==> config.mk <==
export PLATFORM = sky130hd
export DESIGN_NAME = spi_flash_responder_flat
export DESIGN_NICKNAME = d
export VERILOG_FILES = /design/src/rtl/spi_flash_responder_if.sv /design/src/rtl/spi_flash_responder.sv /design/src/flat_wrapper.sv
export SDC_FILE = /design/constraint.sdc
export NUM_CORES = 1
export LEC_CHECK = 0
export ABC_AREA = 1
export CORE_MARGIN = 5
export CORE_UTILIZATION = 53
export DETAILED_ROUTE_END_ITERATION = 8
export GPL_TIMING_DRIVEN = 1
export PLACE_DENSITY = 0.83
export SETUP_SLACK_MARGIN = 0.5
export SYNTH_ARGS = -nofsm -noshare
export SYNTH_HDL_FRONTEND = slang
export SYNTH_SLANG_ARGS = --single-unit
==> constraint.sdc <==
create_clock -name CLK -period 1.7 [get_ports CLK]
set_input_delay 0.34 -clock CLK [delete_from_list [all_inputs] [get_ports CLK]]
set_output_delay 0.34 -clock CLK [all_outputs]
set_load 0.05 [all_outputs]
==> src/rtl/spi_flash_responder_if.sv <==
// Synchronous byte-read port between the SPI flash responder and its backing store.
interface spi_flash_responder_if #(
  parameter int MEM_ADDR_W = 12
);
  logic                  mem_rd_en;
  logic [MEM_ADDR_W-1:0] mem_addr;
  logic [7:0]            mem_rdata;

  modport master (output mem_rd_en, output mem_addr, input mem_rdata);
  modport slave  (input mem_rd_en, input mem_addr, output mem_rdata);
endinterface

==> src/rtl/spi_flash_responder.sv <==
// SPI mode-0 flash emulator: answers READ (0x03) from a byte store and JEDEC ID (0x9F),
// with all SPI pins oversampled on the system clock.
module spi_flash_responder #(
  parameter int          MEM_ADDR_W  = 12,
  parameter logic [23:0] JEDEC_ID    = 24'hEF4016,
  parameter int          SYNC_STAGES = 2
) (
  input  logic CLK,
  input  logic RST_N,
  input  logic SPI_CS,
  input  logic SPI_SCK,
  input  logic SPI_SI,
  output logic SPI_SO,
  output logic SPI_SO_OE,
  spi_flash_responder_if.master mem,
  output logic busy,
  output logic cmd_error
);

  typedef enum logic [2:0] {IDLE, CMD, ADDR, DATA, JEDEC, IGNORE} state_t;

  localparam logic [MEM_ADDR_W-1:0] ADDR_ONE = 1;

  logic [SYNC_STAGES-1:0] cs_sync, sck_sync, si_sync, flush_sr;
  logic cs_d, sck_d;
  logic cs_s, sck_s, si_s, flushed;
  logic sck_rise, sck_fall, cs_fall;

  state_t                state;
  logic [4:0]            bit_cnt;
  logic [23:0]           rx_shift;
  logic [23:0]           rx_next;
  logic [7:0]            tx_shift;
  logic [3:0]            tx_cnt;
  logic [7:0]            hold;
  logic [1:0]            jbyte;
  logic                  need_first;
  logic                  rd_dly;
  logic                  rd_en_q;
  logic [MEM_ADDR_W-1:0] addr_q;

  assign cs_s     = cs_sync[SYNC_STAGES-1];
  assign sck_s    = sck_sync[SYNC_STAGES-1];
  assign si_s     = si_sync[SYNC_STAGES-1];
  assign flushed  = flush_sr[SYNC_STAGES-1];
  assign sck_rise = sck_s & ~sck_d;
  assign sck_fall = ~sck_s & sck_d;
  // cs_d only records a high CS once the synchronizer holds real pin samples, so a CS
  // that is already low when reset releases never looks like a falling edge.
  assign cs_fall  = cs_d & ~cs_s;
  assign rx_next  = {rx_shift[22:0], si_s};

  assign busy          = (state != IDLE);
  assign mem.mem_rd_en = rd_en_q;
  assign mem.mem_addr  = addr_q;

  always_ff @(posedge CLK or negedge RST_N) begin
    if (!RST_N) begin
      cs_sync  <= '1;
      sck_sync <= '0;
      si_sync  <= '0;
      flush_sr <= '0;
      cs_d     <= 1'b0;
      sck_d    <= 1'b0;
    end else begin
      cs_sync  <= {cs_sync[SYNC_STAGES-2:0], SPI_CS};
      sck_sync <= {sck_sync[SYNC_STAGES-2:0], SPI_SCK};
      si_sync  <= {si_sync[SYNC_STAGES-2:0], SPI_SI};
      flush_sr <= {flush_sr[SYNC_STAGES-2:0], 1'b1};
      cs_d     <= flushed & cs_s;
      sck_d    <= sck_s;
    end
  end

  always_ff @(posedge CLK or negedge RST_N) begin
    if (!RST_N) begin
      state      <= IDLE;
      bit_cnt    <= '0;
      rx_shift   <= '0;
      tx_shift   <= '0;
      tx_cnt     <= '0;
      hold       <= '0;
      jbyte      <= '0;
      need_first <= 1'b0;
      rd_dly     <= 1'b0;
      rd_en_q    <= 1'b0;
      addr_q     <= '0;
      SPI_SO     <= 1'b0;
      SPI_SO_OE  <= 1'b0;
      cmd_error  <= 1'b0;
    end else begin
      cmd_error <= 1'b0;
      rd_en_q   <= 1'b0;
      if (cs_s) begin
        state      <= IDLE;
        SPI_SO     <= 1'b0;
        SPI_SO_OE  <= 1'b0;
        rd_dly     <= 1'b0;
        need_first <= 1'b0;
      end else if (cs_fall) begin
        state    <= CMD;
        bit_cnt  <= '0;
        rx_shift <= '0;
      end else begin
        case (state)
          CMD: if (sck_rise) begin
            rx_shift <= rx_next;
            bit_cnt  <= bit_cnt + 5'd1;
            if (bit_cnt == 5'd7) begin
              bit_cnt <= '0;
              if (rx_next[7:0] == 8'h03) begin
                state <= ADDR;
              end else if (rx_next[7:0] == 8'h9F) begin
                state    <= JEDEC;
                tx_shift <= JEDEC_ID[23:16];
                tx_cnt   <= '0;
                jbyte    <= '0;
              end else begin
                state     <= IGNORE;
                cmd_error <= 1'b1;
              end
            end
          end
          ADDR: if (sck_rise) begin
            rx_shift <= rx_next;
            bit_cnt  <= bit_cnt + 5'd1;
            if (bit_cnt == 5'd23) begin
              state      <= DATA;
              rd_en_q    <= 1'b1;
              addr_q     <= rx_next[MEM_ADDR_W-1:0];
              need_first <= 1'b1;
            end
          end
          DATA: begin
            rd_dly <= rd_en_q;
            // The first returned byte goes straight to the shifter; later ones wait in hold.
            if (rd_dly) begin
              if (need_first) begin
                tx_shift   <= mem.mem_rdata;
                tx_cnt     <= '0;
                need_first <= 1'b0;
                rd_en_q    <= 1'b1;
                addr_q     <= addr_q + ADDR_ONE;
              end else begin
                hold <= mem.mem_rdata;
              end
            end
            if (sck_fall) begin
              SPI_SO_OE <= 1'b1;
              if (tx_cnt != 4'd8) begin
                SPI_SO   <= tx_shift[7];
                tx_shift <= {tx_shift[6:0], 1'b0};
                tx_cnt   <= tx_cnt + 4'd1;
              end else begin
                SPI_SO   <= hold[7];
                tx_shift <= {hold[6:0], 1'b0};
                tx_cnt   <= 4'd1;
                rd_en_q  <= 1'b1;
                addr_q   <= addr_q + ADDR_ONE;
              end
            end
          end
          JEDEC: if (sck_fall) begin
            if (tx_cnt != 4'd8) begin
              SPI_SO    <= tx_shift[7];
              SPI_SO_OE <= 1'b1;
              tx_shift  <= {tx_shift[6:0], 1'b0};
              tx_cnt    <= tx_cnt + 4'd1;
            end else if (jbyte != 2'd2) begin
              SPI_SO    <= (jbyte == 2'd0) ? JEDEC_ID[15] : JEDEC_ID[7];
              SPI_SO_OE <= 1'b1;
              tx_shift  <= (jbyte == 2'd0) ? {JEDEC_ID[14:8], 1'b0} : {JEDEC_ID[6:0], 1'b0};
              tx_cnt    <= 4'd1;
              jbyte     <= jbyte + 2'd1;
            end else begin
              SPI_SO    <= 1'b0;
              SPI_SO_OE <= 1'b0;
            end
          end
          default: begin
            SPI_SO    <= 1'b0;
            SPI_SO_OE <= 1'b0;
          end
        endcase
      end
    end
  end

endmodule

==> src/flat_wrapper.sv <==
// flat-port wrapper written by rule: the top's interface ports become plain ports
module spi_flash_responder_flat 
#(
  parameter int          MEM_ADDR_W  = 12,
  parameter logic [23:0] JEDEC_ID    = 24'hEF4016,
  parameter int          SYNC_STAGES = 2
)
  (CLK, RST_N, SPI_CS, SPI_SCK, SPI_SI, SPI_SO, SPI_SO_OE, busy, cmd_error, mem_mem_rd_en, mem_mem_addr, mem_mem_rdata);
  spi_flash_responder_if #(.MEM_ADDR_W(MEM_ADDR_W)) mem_i ();
  input  logic CLK;
  input  logic RST_N;
  input  logic SPI_CS;
  input  logic SPI_SCK;
  input  logic SPI_SI;
  output logic SPI_SO;
  output logic SPI_SO_OE;
  output logic busy;
  output logic cmd_error;
  output wire logic [$bits(mem_i.mem_rd_en)-1:0] mem_mem_rd_en;
  output wire logic [$bits(mem_i.mem_addr)-1:0] mem_mem_addr;
  input wire logic [$bits(mem_i.mem_rdata)-1:0] mem_mem_rdata;
  assign mem_mem_rd_en = mem_i.mem_rd_en;
  assign mem_mem_addr = mem_i.mem_addr;
  assign mem_i.mem_rdata = mem_mem_rdata;
  spi_flash_responder #(.MEM_ADDR_W(MEM_ADDR_W), .JEDEC_ID(JEDEC_ID), .SYNC_STAGES(SYNC_STAGES)) u_core (.CLK(CLK), .RST_N(RST_N), .SPI_CS(SPI_CS), .SPI_SCK(SPI_SCK), .SPI_SI(SPI_SI), .SPI_SO(SPI_SO), .SPI_SO_OE(SPI_SO_OE), .mem(mem_i), .busy(busy), .cmd_error(cmd_error));
endmodule
==> results of run 1 <==
## worst max-delay path, cell delays in order, from the launching register on
cell     delay, ns
dfrtp_1       0.38
inv_1         0.11
nor2_2        0.20
inv_1         0.13
a21oi_2       0.18
nand2_1       0.13
nor2_4        0.22
nand2_2       0.16
nand2_1       0.13
nand2_1       0.07
## timing repair
action,CTS,global route
setup buffers,43,21
endpoints found under the hold margin,22,0
hold buffers,1,0
resized for setup,98,78
pin swaps,34,24
gates cloned,4,2
endpoints found under the setup margin,76,76
## logic make-up (layout without fill, tap and decap cells)
| kind of cell | count (synthesis) | in the layout |
|---|---|---|
| compound gates | 74 | 74 |
| mux | 2 | 2 |
| flops | 69 | 69 |
| simple gates | 294 | 298 |
| xor+xnor | 3 | 3 |
| other cells | 1 | 1 |
| buf+inv | 88 | 209 |
| fa+ha+maj | 6 | 6 |
## path summary, 6_finish.rpt
check,startpoint,slack (ns),cells after the start,endpoint
worst min-delay path,u_core.si_sync[0]$_DFF_PN0_,0.35,0,u_core.si_sync[1]$_DFF_PN0_
worst max-delay path,u_core.sck_sync[1]$_DFF_PN0_,-0.14,9,u_core.tx_shift[3]$_DFFE_PN0P_
worst max register to register,u_core.sck_sync[1]$_DFF_PN0_,-0.14,9,u_core.tx_shift[3]$_DFFE_PN0P_
worst min register to register,u_core.si_sync[0]$_DFF_PN0_,0.35,0,u_core.si_sync[1]$_DFF_PN0_
min in group asynchronous,RST_N,0.49,3,u_core.state[1]$_DFFE_PN0P_
max in group asynchronous,RST_N,0.90,3,u_core.mem.mem_addr[2]$_DFFE_PN0P_
## power by group through the flow
stage | clock network, uW | registers (uW) | logic [uW]
6_report | 1220 | 2070 | 1560
5_1_grt | 1280 | 2080 | 1660
4_1_cts | 1190 | 2020 | 1290
3_5_place_dp | 0 | 2050 | 1030
3_3_place_gp | 0 | 2040 | 984
2_1_floorplan | 0 | 2150 | 562
## routing by layer
layer / track usage, % / wire (microns)
met4: 14.37 / 1239
met3: 5.887 / 1390
met5: 0 / 0
met1: 31.88 / 5129
met2: 47.87 / 7100
## state kept, by name (all words and copies together), names as in the netlist, 2 cells and up
name                 count
u_core.bit_cnt           5
u_core.sck_sync          2
u_core.rx_shift         11
u_core.mem.mem_addr     12
u_core.hold              8
u_core.cs_sync           2
u_core.jbyte             2
u_core.state             3
u_core.tx_cnt            4
u_core.flush_sr          2
u_core.si_sync           2
u_core.tx_shift          8
## final cells by class
| type | instances | share of cell area [%] |
|---|---|---|
| clock buffer | 10 | 2.103 |
| clock inverter | 6 | 0.6598 |
| inverter | 76 | 5.155 |
| multi-input combinational | 384 | 40.64 |
| sequential | 69 | 28.70 |
| tap | 99 | 2.041 |
| timing repair buffer | 117 | 20.70 |
## synthesized netlist by cell type, drive strengths merged
| library cell | count |
|---|---|
| nand2 | 191 |
| inv | 75 |
| dfrtp | 67 |
| nand3 | 50 |
| o21ai | 32 |
| nor2 | 31 |
| a21oi | 20 |
| nand4 | 14 |
| o22ai | 14 |
| buf | 9 |
| ha | 6 |
| nand3b | 4 |
| clkbuf | 3 |
| nor3 | 3 |
| o21bai | 3 |
| xor2 | 3 |
| dfstp | 2 |
| mux2 | 2 |
| o31ai | 2 |
| a21boi | 1 |
| clkinv | 1 |
| conb | 1 |
| o211ai | 1 |
| o21a | 1 |
| or2 | 1 |
## per-stage QoR
step / util, % / setup TNS [ns] / hold slack, ns
floorplan: - / 0 / 0.04441
global placement: 64.00 / 0 / 0.3311
detailed placement: 64.00 / 0 / 0.3364
CTS: 77.32 / 0 / 0.3520
global route: 83.66 / -2.595 / 0.3684
finish: 83.66 / -1.153 / 0.3521
==> metrics, run 1 <==
via count=4644; IO Port Bufs=29; startpoint class of the critical path=register; CP Data Required Time=1.96 ns; FILL cells=376; CP Max Fanout=6; CTS Buffer Depth=2; commonest cells after routing, fill and taps aside=nand2_1, inv_1, dfrtp_1; syn nets=556; Clk pwr share=25.2%; antenna cells=0; Clk pin slew, worst setup/hold paths=0.08 ns; Fmax=0.5448 GHz; P_sw=1814 uW; LEAKAGE=0.002865 uW; htree depth=3; commonest non-fill, non-tap cell in the layout=nand2_1; Worst setup EP type=register; share of the synthesized area in the top cell type=42.31%; clk_lat worst skew=0.37 ns; final setup skew=0.01662 ns; CTS tree=done; switch share=37.45%; pin count of the biggest net entering global routing=46; Comb power frac=32.2%; Multi-input gate area=0.002466 sq mm; vias per inst=6.102; Final setup viols=18; initial antenna violation count=0; placed cell area=0.004642 sq mm; Die H=96.47 microns; Synth Area per Inst=7.379 sq um; initial drt markers=413; final worst slack=-0.1354 ns; RSZ-0062 raised after global routing=yes; WL per Instance=19.53 microns; max-slew violation count=0; die outline width=96.47 microns; drt total wl=14860 microns; Net count, final=676; Peak VDD IR=0.0007027 V; final instance area=0.006068 sq mm; first-pass GRT wire length=19740 microns; post-route ant nets=0; CTS Buf Count=9; Ports=30; crit path DAT=2.09 ns; post-synthesis compound-gate area fraction=10.39%; DR pass1 iterations=9; Synth Area in XOR/XNOR=0.6631%; # rows=31; Residual DRC=1; minimum clock period after layout=1.835 ns; Seq/Total Area, Yosys=43.64%; register area=0.001742 sq mm; total power=4844 uW; crit path kind=register to register; sequential power share=42.7%; max cap viols=0; layout cells sized above 1=40.48%; gr usage total=27.59%; HP Class=register to register; area of the core=0.007253 sq mm; Initial Utilization=54.63%; total power per unit cell area=798.3 mW/mm^2; period utilization=108.0%; total congestion overflow=0; Mapped Cells=537; status=finished, violations left; Place WS=0.008364 ns; Synth Area in Adders=1.895%; hold violation count in the final report=0; Simple-Gate Fraction of Synth Area=33.41%; library cells used by synthesis=37; register bit total from synthesis=69; Area growth syn-to-layout=53.14%; synth top area cells=dfrtp_1, nand2_1, inv_1; Final Non-Filler Cells=761; Internal Power=3030 uW; die area=0.009306 sq mm; failing checks=DRC, setup timing; vias in the first global route=4289; clk root buf=clkbuf_8; dpl hpwl=6972 microns; clock sink total=69; Routability Congestion=0.9243; dpl cells=674; mux contribution to synthesized area=0.5684%; Warnings, synthesis=0; main combinational cell family by area after synthesis=simple AND/OR/NAND/NOR gates; post-synthesis cell area=0.003963 sq mm; area leader, netlist=dfrtp_1
Power figures use the tool's default switching activity.
==> run 2, diff against run 1 <==
--- a/config.mk
+++ b/config.mk
@@ -7,11 +7,12 @@
 export LEC_CHECK = 0
 export ABC_AREA = 1
 export CORE_MARGIN = 5
-export CORE_UTILIZATION = 53
+export CORE_UTILIZATION = 59
 export DETAILED_ROUTE_END_ITERATION = 8
 export GPL_TIMING_DRIVEN = 1
-export PLACE_DENSITY = 0.83
+export PLACE_DENSITY = 0.87
 export SETUP_SLACK_MARGIN = 0.5
+export SKIP_CTS_REPAIR_TIMING = 1
 export SYNTH_ARGS = -nofsm -noshare
 export SYNTH_HDL_FRONTEND = slang
 export SYNTH_SLANG_ARGS = --single-unit
==> constraint.sdc (replaced) <==
create_clock -name CLK -period 1.9 [get_ports CLK]
set_input_delay 0.38 -clock CLK [delete_from_list [all_inputs] [get_ports CLK]]
set_output_delay 0.38 -clock CLK [all_outputs]
set_load 0.05 [all_outputs]
==> run 2 against run 1 <==
  * Worst setup slack gained 0.27 ns
  * Largest cell class unchanged
  * Clock power is essentially flat
  * Sequential power shrank 11%
  * Via count shrank 5.6%
  * Design area shrank 13%
  * Non-clock buffer count shrank 45
  * Hold slack lost 0.33 ns
  * First-iteration DRC count grew 35%
  * Register-to-register slack gained 0.27 ns
  * The flow now finishes without violations
==> metrics, run 2 (synthesis gave the netlist of run 1 again) <==
FILL cells=346; IO Port Bufs=29; pin count of the biggest net entering global routing=70; CP Data Required Time=2.21 ns; initial drt markers=559; Area growth syn-to-layout=32.55%; startpoint class of the critical path=register; switch share=35.86%; cell mode on critical path=nand2_1; antenna cells=0; crit path DAT=2.07 ns; CP Cell Sequence=ha_2 > nand2_2 > nor2_4 > nand2_1 > nand2_2 > buf_6 > inv_2 > nor2_4 > nand3_2 > nand2_1 > nand2_1 > inv_1; Peak VDD IR=0.0006712 V; DR pass1 iterations=6; Clk pin slew, worst setup/hold paths=0.09 ns; Residual DRC=0; total congestion overflow=0; Clk pwr share=29.4%; crit path kind=register to register; Routability Congestion=0.9058; die outline width=91.95 microns; Final setup viols=0; commonest cells after routing, fill and taps aside=nand2_1, inv_1, dfrtp_1; CTS Buffer Depth=2; layout cells sized above 1=30.15%; Fmax=0.5677 GHz; WL per Instance=18.53 microns; area of the core=0.006459 sq mm; HP Class=input pin to async pin; Ports=30; htree depth=3; LEAKAGE=0.002517 uW; drt total wl=12860 microns; via count=4382; max reg flops=12; vias per inst=6.314; minimum clock period after layout=1.761 ns; clock sink total=69; critical path's largest stage delay=0.39 ns; # rows=29; CTS Buf Count=9; Internal Power=2673 uW; sequential power share=44.1%; Initial Utilization=61.35%; worst hold slack=0.02484 ns; dpl hpwl=6357 microns; CTS tree=done; commonest non-fill, non-tap cell in the layout=nand2_1; Comb power frac=26.5%; post-route ant nets=0; Worst setup EP type=register; max-slew violation count=0; CP Max Fanout=7; hold violation count in the final report=0; critical path's slowest cell=dfrtp_1; gr usage total=22.64%; first-pass GRT wire length=15580 microns; period utilization=92.71%; max cap viols=0; initial antenna violation count=0; clk root buf=clkbuf_8; Net count, final=631; clk_lat worst skew=0.37 ns; die area=0.008455 sq mm; vias in the first global route=3471; Die H=91.95 microns; RSZ-0062 raised after global routing=yes; Fin Setup TNS=0 ns; P_sw=1494 uW; total power per unit cell area=793.3 mW/mm^2; final setup skew=0.01533 ns; status=finished clean
[run 2: power by group through the flow]
| stage | clock network, uW | logic (uW) | registers, uW |
|---|---|---|---|
| 6_report | 1230 | 1100 | 1840 |
| 5_1_grt | 1290 | 1200 | 1850 |
| 4_1_cts | 1200 | 818 | 1800 |
| 3_5_place_dp | 0 | 813 | 1830 |
| 3_3_place_gp | 0 | 781 | 1830 |
| 2_1_floorplan | 0 | 474 | 1910 |
[run 2: path summary, 6_finish.rpt]
| path | startpoint | endpoint | slack [ns] | depth (start not counted) |
|---|---|---|---|---|
| setup / recovery | u_core.bit_cnt[1]$_DFFE_PN0P_ | u_core.mem.mem_addr[2]$_DFFE_PN0P_ | 0.14 | 12 |
| hold / removal | RST_N | u_core.rd_dly$_DFFE_PN0P_ | 0.02 | 2 |
| setup reg to reg | u_core.bit_cnt[1]$_DFFE_PN0P_ | u_core.mem.mem_addr[2]$_DFFE_PN0P_ | 0.14 | 12 |
| hold reg to reg | u_core.flush_sr[0]$_DFF_PN0_ | u_core.flush_sr[1]$_DFF_PN0_ | 0.35 | 0 |
| max in group asynchronous | RST_N | u_core.cs_sync[0]$_DFF_PN1_ | 1.55 | 2 |
| min in group CLK | u_core.flush_sr[0]$_DFF_PN0_ | u_core.flush_sr[1]$_DFF_PN0_ | 0.35 | 0 |
[run 2: layer usage]
layer  routed length [microns]  share of wire, %  GRT usage (%)
met5                         0                 0              0
met4                       773               6.0          10.15
met3                      1181               9.2          4.664
met2                      6194                48          36.80
met1                      4709                37          29.29
[run 2: final cells by class]
class	count	area, sq um	share of cell area, %
clock inverters	6	63.81	1.215
inverters	76	297.8	5.669
well taps	77	96.34	1.834
flip-flops and latches	69	1740	33.13
clock buffers	10	127.6	2.430
repair buffers	72	648.1	12.34
multi-input cells	384	2278	43.38
[run 2: worst max-delay path, delay by kind of cell (launching register included)]
kind / cells / cell delay (ns)
adder cells (fa/ha/maj): 1 / 0.21
AND/OR/NAND/NOR: 8 / 0.88
flip-flops: 1 / 0.39
buffers and inverters: 3 / 0.23
[run 2: metrics by stage]
| step | total power [uW] | utilization [%] | cells | setup slack [ns] | cell area (sq um) |
|---|---|---|---|---|---|
| global placement | 2611 | 67.42 | 643 | 0.1853 | 4354 |
| detailed placement | 2644 | 67.42 | 643 | 0.08709 | 4354 |
| floorplan | 2385 | - | 537 | 0.2718 | 3995 |
| CTS | 3826 | 70.38 | 659 | -0.02377 | 4546 |
| finish | 4167 | 81.33 | 694 | 0.1385 | 5253 |
| global route | 4340 | 81.33 | 694 | 0.05235 | 5253 |
